<file path="src/rtl/fetch_line_ctrl.sv">
// ---------------------------------------------------------------------------
// fetch_line_ctrl
//
// Fetch-line controller for the IF stage. Keeps a single four-instruction
// line buffer keyed by the pc line address (pc[ADDR_LEN-1:4]) and presents
// it to the IF select logic. When the current pc misses the buffer while IF
// wants to fetch, it issues one req/gnt/rvalid line request to instruction
// memory and stalls IF until the line has been written. Redirects (flush)
// can withdraw a request that has not been granted yet. Buffer
// invalidation (inv, fence.i) drops any response that is still in flight.
//
// Ports:
//   clk         rising-edge clock
//   reset       asynchronous, active-low reset
//   pc          current fetch pc
//   fetch_en    IF wants an instruction pair this cycle
//   flush       redirect; cancels an ungranted request
//   inv         invalidate the line buffer
//   idata       buffered line (LINE_W = 4*INSN_LEN bits)
//   line_hit    buffer valid and tag matches the pc line address
//   stall_if    fetch_en && !line_hit
//   mem_req     line request to imem
//   mem_addr    requested line address (ADDR_LEN-4 bits)
//   mem_gnt     imem accepts the request (only looked at while mem_req=1)
//   mem_rvalid  response valid, exactly one per grant
//   mem_rdata   response line
//   miss_cnt    saturating count of issued requests
// ---------------------------------------------------------------------------
module fetch_line_ctrl #(
    parameter int ADDR_LEN = 32,
    parameter int INSN_LEN = 32,
    parameter int CNT_W    = 16
) (
    input  logic                      clk,
    input  logic                      reset,
    input  logic [ADDR_LEN-1:0]       pc,
    input  logic                      fetch_en,
    input  logic                      flush,
    input  logic                      inv,
    output logic [4*INSN_LEN-1:0]     idata,
    output logic                      line_hit,
    output logic                      stall_if,
    output logic                      mem_req,
    output logic [ADDR_LEN-5:0]       mem_addr,
    input  logic                      mem_gnt,
    input  logic                      mem_rvalid,
    input  logic [4*INSN_LEN-1:0]     mem_rdata,
    output logic [CNT_W-1:0]          miss_cnt
);

    localparam int LINE_W = 4 * INSN_LEN;
    localparam int TAG_W  = ADDR_LEN - 4;

    // IDLE: no transaction; REQ: request on the bus waiting for a grant;
    // WAIT: granted, waiting for the data; DROP: granted, data unwanted.
    typedef enum logic [1:0] {
        IDLE = 2'd0,
        REQ  = 2'd1,
        WAIT = 2'd2,
        DROP = 2'd3
    } state_e;

    state_e              state_q;
    logic                buf_valid_q;
    logic [TAG_W-1:0]    buf_tag_q;
    logic [LINE_W-1:0]   buf_data_q;
    logic [TAG_W-1:0]    req_addr_q;
    logic                mem_req_q;
    logic [CNT_W-1:0]    miss_cnt_q;

    logic [TAG_W-1:0]    lineAddr;
    logic [CNT_W-1:0]    miss_cnt_d;
    logic                missStart_d;
    logic                unusedPcBits;

    // The byte/word offset inside the line never affects line selection.
    assign lineAddr     = pc[ADDR_LEN-1:4];
    assign unusedPcBits = ^pc[3:0];

    // Hit/stall are purely combinational: a line written at an edge is
    // visible from the following cycle, there is no bypass of mem_rdata.
    assign line_hit = buf_valid_q && (buf_tag_q == lineAddr);
    assign stall_if = fetch_en && !line_hit;
    assign idata    = buf_data_q;
    assign mem_req  = mem_req_q;
    assign mem_addr = req_addr_q;
    assign miss_cnt = miss_cnt_q;

    // The counter sticks at all-ones instead of wrapping.
    assign miss_cnt_d = (&miss_cnt_q) ? miss_cnt_q : (miss_cnt_q + CNT_W'(1));

    // A new request is only started from a clean cycle: redirect and
    // invalidation both mean the current pc is not worth fetching yet.
    assign missStart_d = fetch_en && !line_hit && !flush && !inv;

    // Single FSM block holding the buffer, request registers and counter.
    // inv clears the valid bit in every state; the fill path below only
    // sets it when inv is low, so the two never fight.
    always_ff @(posedge clk or negedge reset) begin
        if (!reset) begin
            state_q     <= IDLE;
            buf_valid_q <= 1'b0;
            buf_tag_q   <= '0;
            buf_data_q  <= '0;
            req_addr_q  <= '0;
            mem_req_q   <= 1'b0;
            miss_cnt_q  <= '0;
        end else begin
            if (inv) begin
                buf_valid_q <= 1'b0;
            end

            case (state_q)
                IDLE: begin
                    // A stray mem_rvalid here is a protocol error and is
                    // deliberately ignored.
                    if (missStart_d) begin
                        req_addr_q <= lineAddr;
                        miss_cnt_q <= miss_cnt_d;
                        mem_req_q  <= 1'b1;
                        state_q    <= REQ;
                    end
                end

                REQ: begin
                    // Withdrawal wins over a same-cycle grant; the imem
                    // ignores a grant given together with a withdrawal.
                    if (flush || inv) begin
                        mem_req_q <= 1'b0;
                        state_q   <= IDLE;
                    end else if (mem_gnt) begin
                        mem_req_q <= 1'b0;
                        state_q   <= WAIT;
                    end
                end

                WAIT: begin
                    // flush does not block the fill: the data is correct
                    // for req_addr regardless of where the pc went.
                    if (mem_rvalid) begin
                        if (!inv) begin
                            buf_valid_q <= 1'b1;
                            buf_tag_q   <= req_addr_q;
                            buf_data_q  <= mem_rdata;
                        end
                        state_q <= IDLE;
                    end else if (inv) begin
                        state_q <= DROP;
                    end
                end

                DROP: begin
                    // Hold off new requests until the owed response has
                    // been consumed, so only one is ever outstanding.
                    if (mem_rvalid) begin
                        state_q <= IDLE;
                    end
                end

                default: begin
                    state_q <= IDLE;
                end
            endcase
        end
    end

endmodule

</file>
<file path="config.mk">
export PLATFORM = sky130hd
export DESIGN_NAME = fetch_line_ctrl
export DESIGN_NICKNAME = d
export VERILOG_FILES = /design/src/rtl/fetch_line_ctrl.sv
export SDC_FILE = /design/constraint.sdc
export NUM_CORES = 1
export LEC_CHECK = 0
export CORE_UTILIZATION = 25
export CTS_CLUSTER_SIZE = 24
export DETAILED_ROUTE_END_ITERATION = 7
export GPL_ROUTABILITY_DRIVEN = 0
export REMOVE_ABC_BUFFERS = 1
export SYNTH_ARGS = -nofsm -noshare
export SYNTH_HDL_FRONTEND = slang
export SYNTH_SLANG_ARGS = --single-unit
</file>
<file path="constraint.sdc">
create_clock -name clk -period 4.6 [get_ports clk]
set_input_delay 0.92 -clock clk [delete_from_list [all_inputs] [get_ports clk]]
set_output_delay 0.92 -clock clk [all_outputs]
set_load 0.01 [all_outputs]
</file>
==> results.json <==
{
  "crit_path_end_kind": "output pin",
  "htreeDepth": 1,
  "syn_to_final_growth_pct": 58.02,
  "avgSynthCellArea_sq_um": 15.67,
  "placed_area_sq_um": 12040,
  "insertion_delay_ps": 510,
  "cp.arrival_ps": 3140,
  "maxCapViolCount": 0,
  "yosysUniqueCellTypes": 28,
  "relSlewSlack_pct": 46.41,
  "start_util_pct": 25.58,
  "die_w_um": 182.4,
  "layout_commonest_cell": "clkdlybuf4s50_1",
  "row_count": 65,
  "synth_warnings": 0,
  "maxSlewViolCount": 0,
  "vias": 5500,
  "cts_root_buffer": "clkbuf_16",
  "drt_iter0_drc": 203,
  "cts_made_buffers": 25,
  "die_h_um": 182.4,
  "first_pass_iters": 4,
  "vdd_drop_max_uv": 287.2,
  "grt_pass1_vias": 5898,
  "dr_wl_met2_um": 10210,
  "wl_met3_um": 1714,
  "post_cts.repair.setup_buffers": 0,
  "rsz0062_at_grt": "false",
  "io-pin-count": 342,
  "drive_gt1_share_pct": 26.21,
  "setup_viol": 0,
  "portBuffers": 337,
  "wl_per_cell_um": 16.11,
  "syn_inst": 519,
  "seq_area_frac_synth_pct": 62.76,
  "postCtsHoldBufs": 0,
  "cp-start-kind": "input port",
  "dieArea_sq_um": 33260,
  "place_hpwl_um": 14750,
  "finalHoldViolCount": 0,
  "coreArea_sq_um": 31800,
  "fin_crit_sh_pct": 88.35,
  "leakage_nw": 5.467,
  "finClkSkew_ps": 6.983,
  "ant_nets": 0,
  "wl_met1_um": 8729,
  "fmax_ghz": 0.2460,
  "antenna_found_initial": 0,
  "top_layer_used": "met4",
  "criticalPathCategory": "input port to output pin",
  "final_nets": 1035,
  "clockBufferDepth": 3,
  "required_ps": 3680,
  "critPathMaxFanout": 2,
  "async_reset_ff_share_pct": 100.0,
  "holdWs_ps": 457.5,
  "synth_seq_cells": 204,
  "hp-class": "input port to async pin",
  "period_minus_slack_ps": 4064,
  "total_power_w": 0.006017,
  "overflow": 0,
  "vias_per_cell": 4.167,
  "tightest_slew_ps": 803.9,
  "drt-total-wl_um": 21260,
  "status": "finished clean",
  "power_density_nw_per_um2": 468.1,
  "cts-resized-gates": 0,
  "synthesis.area_sq_um": 8134,
  "synth-edff-count": 0,
  "fin_area_sq_um": 12850,
  "grt_pass1_wl_um": 33000,
  "grt_max_degree": 92,
  "cts_tree": "done",
  "ys.flop_type": "dfrtp_1",
  "cts.clk_slew.worst_paths_ps": 60,
  "insertedDiodeCount": 0,
  "cts.sinks": 204,
  "remaining_drc_errors": 0,
  "final_cell_mix": "clkdlybuf4s50_1, dfrtp_1, mux2_2",
  "grt_use_total_pct": 12.53
}
-- per-stage QoR --
step                instances  setup slack (ps)  TNS, ps  utilization (%)
floorplan                 497             -5934  -930710                -
global placement         1275             375.2        0            37.85
detailed placement       1275             392.3        0            37.85
CTS                      1320             383.2        0            40.42
global route             1320             341.9        0            40.42
finish                   1320             535.7        0            40.42
-- path summary, 6_finish.rpt --
path | from | endpoint | slack [ps] | cells after the start
min | reset | idata[84] | 460 | 1
max in group asynchronous | reset | idata[88] | 3090 | 2
min reg2reg | buf_valid_q | buf_valid_q | 490 | 1
max | pc[26] | line_hit | 540 | 6
min in group clk | buf_valid_q | buf_valid_q | 490 | 1
max reg2reg | buf_tag_q[22] | mem_addr[20] | 2060 | 6
-- flip-flops by register name, summed over array words and instances, names as in the netlist --
signal / cells
mem_req: 1
buf_tag_q: 28
buf_valid_q: 1
miss_cnt: 16
mem_addr: 28
idata: 128
state_q: 2
-- synth_stat cells (2+ instances only) --
| cell | instances | share of area (%) |
|---|---|---|
| dfrtp_1 | 204 | 63 |
| nand3_1 | 9 | 0.55 |
| nand2_1 | 7 | 0.32 |
| mux2_2 | 171 | 24 |
| mux2_4 | 15 | 2.8 |
| xnor2_1 | 36 | 3.9 |
| a21oi_1 | 2 | 0.12 |
| xor2_1 | 4 | 0.43 |
| and3_1 | 11 | 0.85 |
| nand4_1 | 12 | 0.92 |
| buf_2 | 19 | 1.2 |
| buf_6 | 2 | 0.28 |
| inv_1 | 3 | 0.14 |
| a21o_1 | 4 | 0.37 |
| nor2_1 | 7 | 0.32 |
-- metal layers --
metal	GRT usage, %	vias to the layer above
met5	0	-
met4	3.966	0
met3	4.231	33
met2	20.98	202
met1	15.11	2731
li1	-	2534
-- worst max-delay path: stages --
cell and delay (ps):
clkdlybuf4s50_1 450, xnor2_1 260, nand4_1 230, nor4_2 460, and3_1 280, clkdlybuf4s50_1 550
-- report_power, final --
part | switching (W) | internal [W] | leakage, nW
logic | 0.000559 | 0.00106 | 2.45
clock network | 0.000754 | 0.00121 | 0.402
registers | 0.000234 | 0.00220 | 2.62
total | 0.00155 | 0.00447 | 5.47
-- cell type report --
cell class	count	area (sq um)
Clock inverter	5	75.07
Timing Repair Buffer	343	3460
Fill cell	3014	18950
Tap cell	435	544.3
Clock buffer	40	742.0
Multi-Input combinational cell	290	2917
Inverter	3	11.26
Sequential cell	204	5105
-- cell families (layout without fill, tap and decap cells) --
group / count (synthesis) / after routing / synth area share (%)
compound gates: 12 / 12 / 1.123
xor+xnor: 40 / 40 / 4.307
fa+ha+maj: 1 / 1 / 0.1538
buf+inv: 25 / 391 / 1.677
flops: 204 / 204 / 62.76
mux: 186 / 186 / 26.44
simple gates: 51 / 51 / 3.538
(Power assumes the default switching activity.)
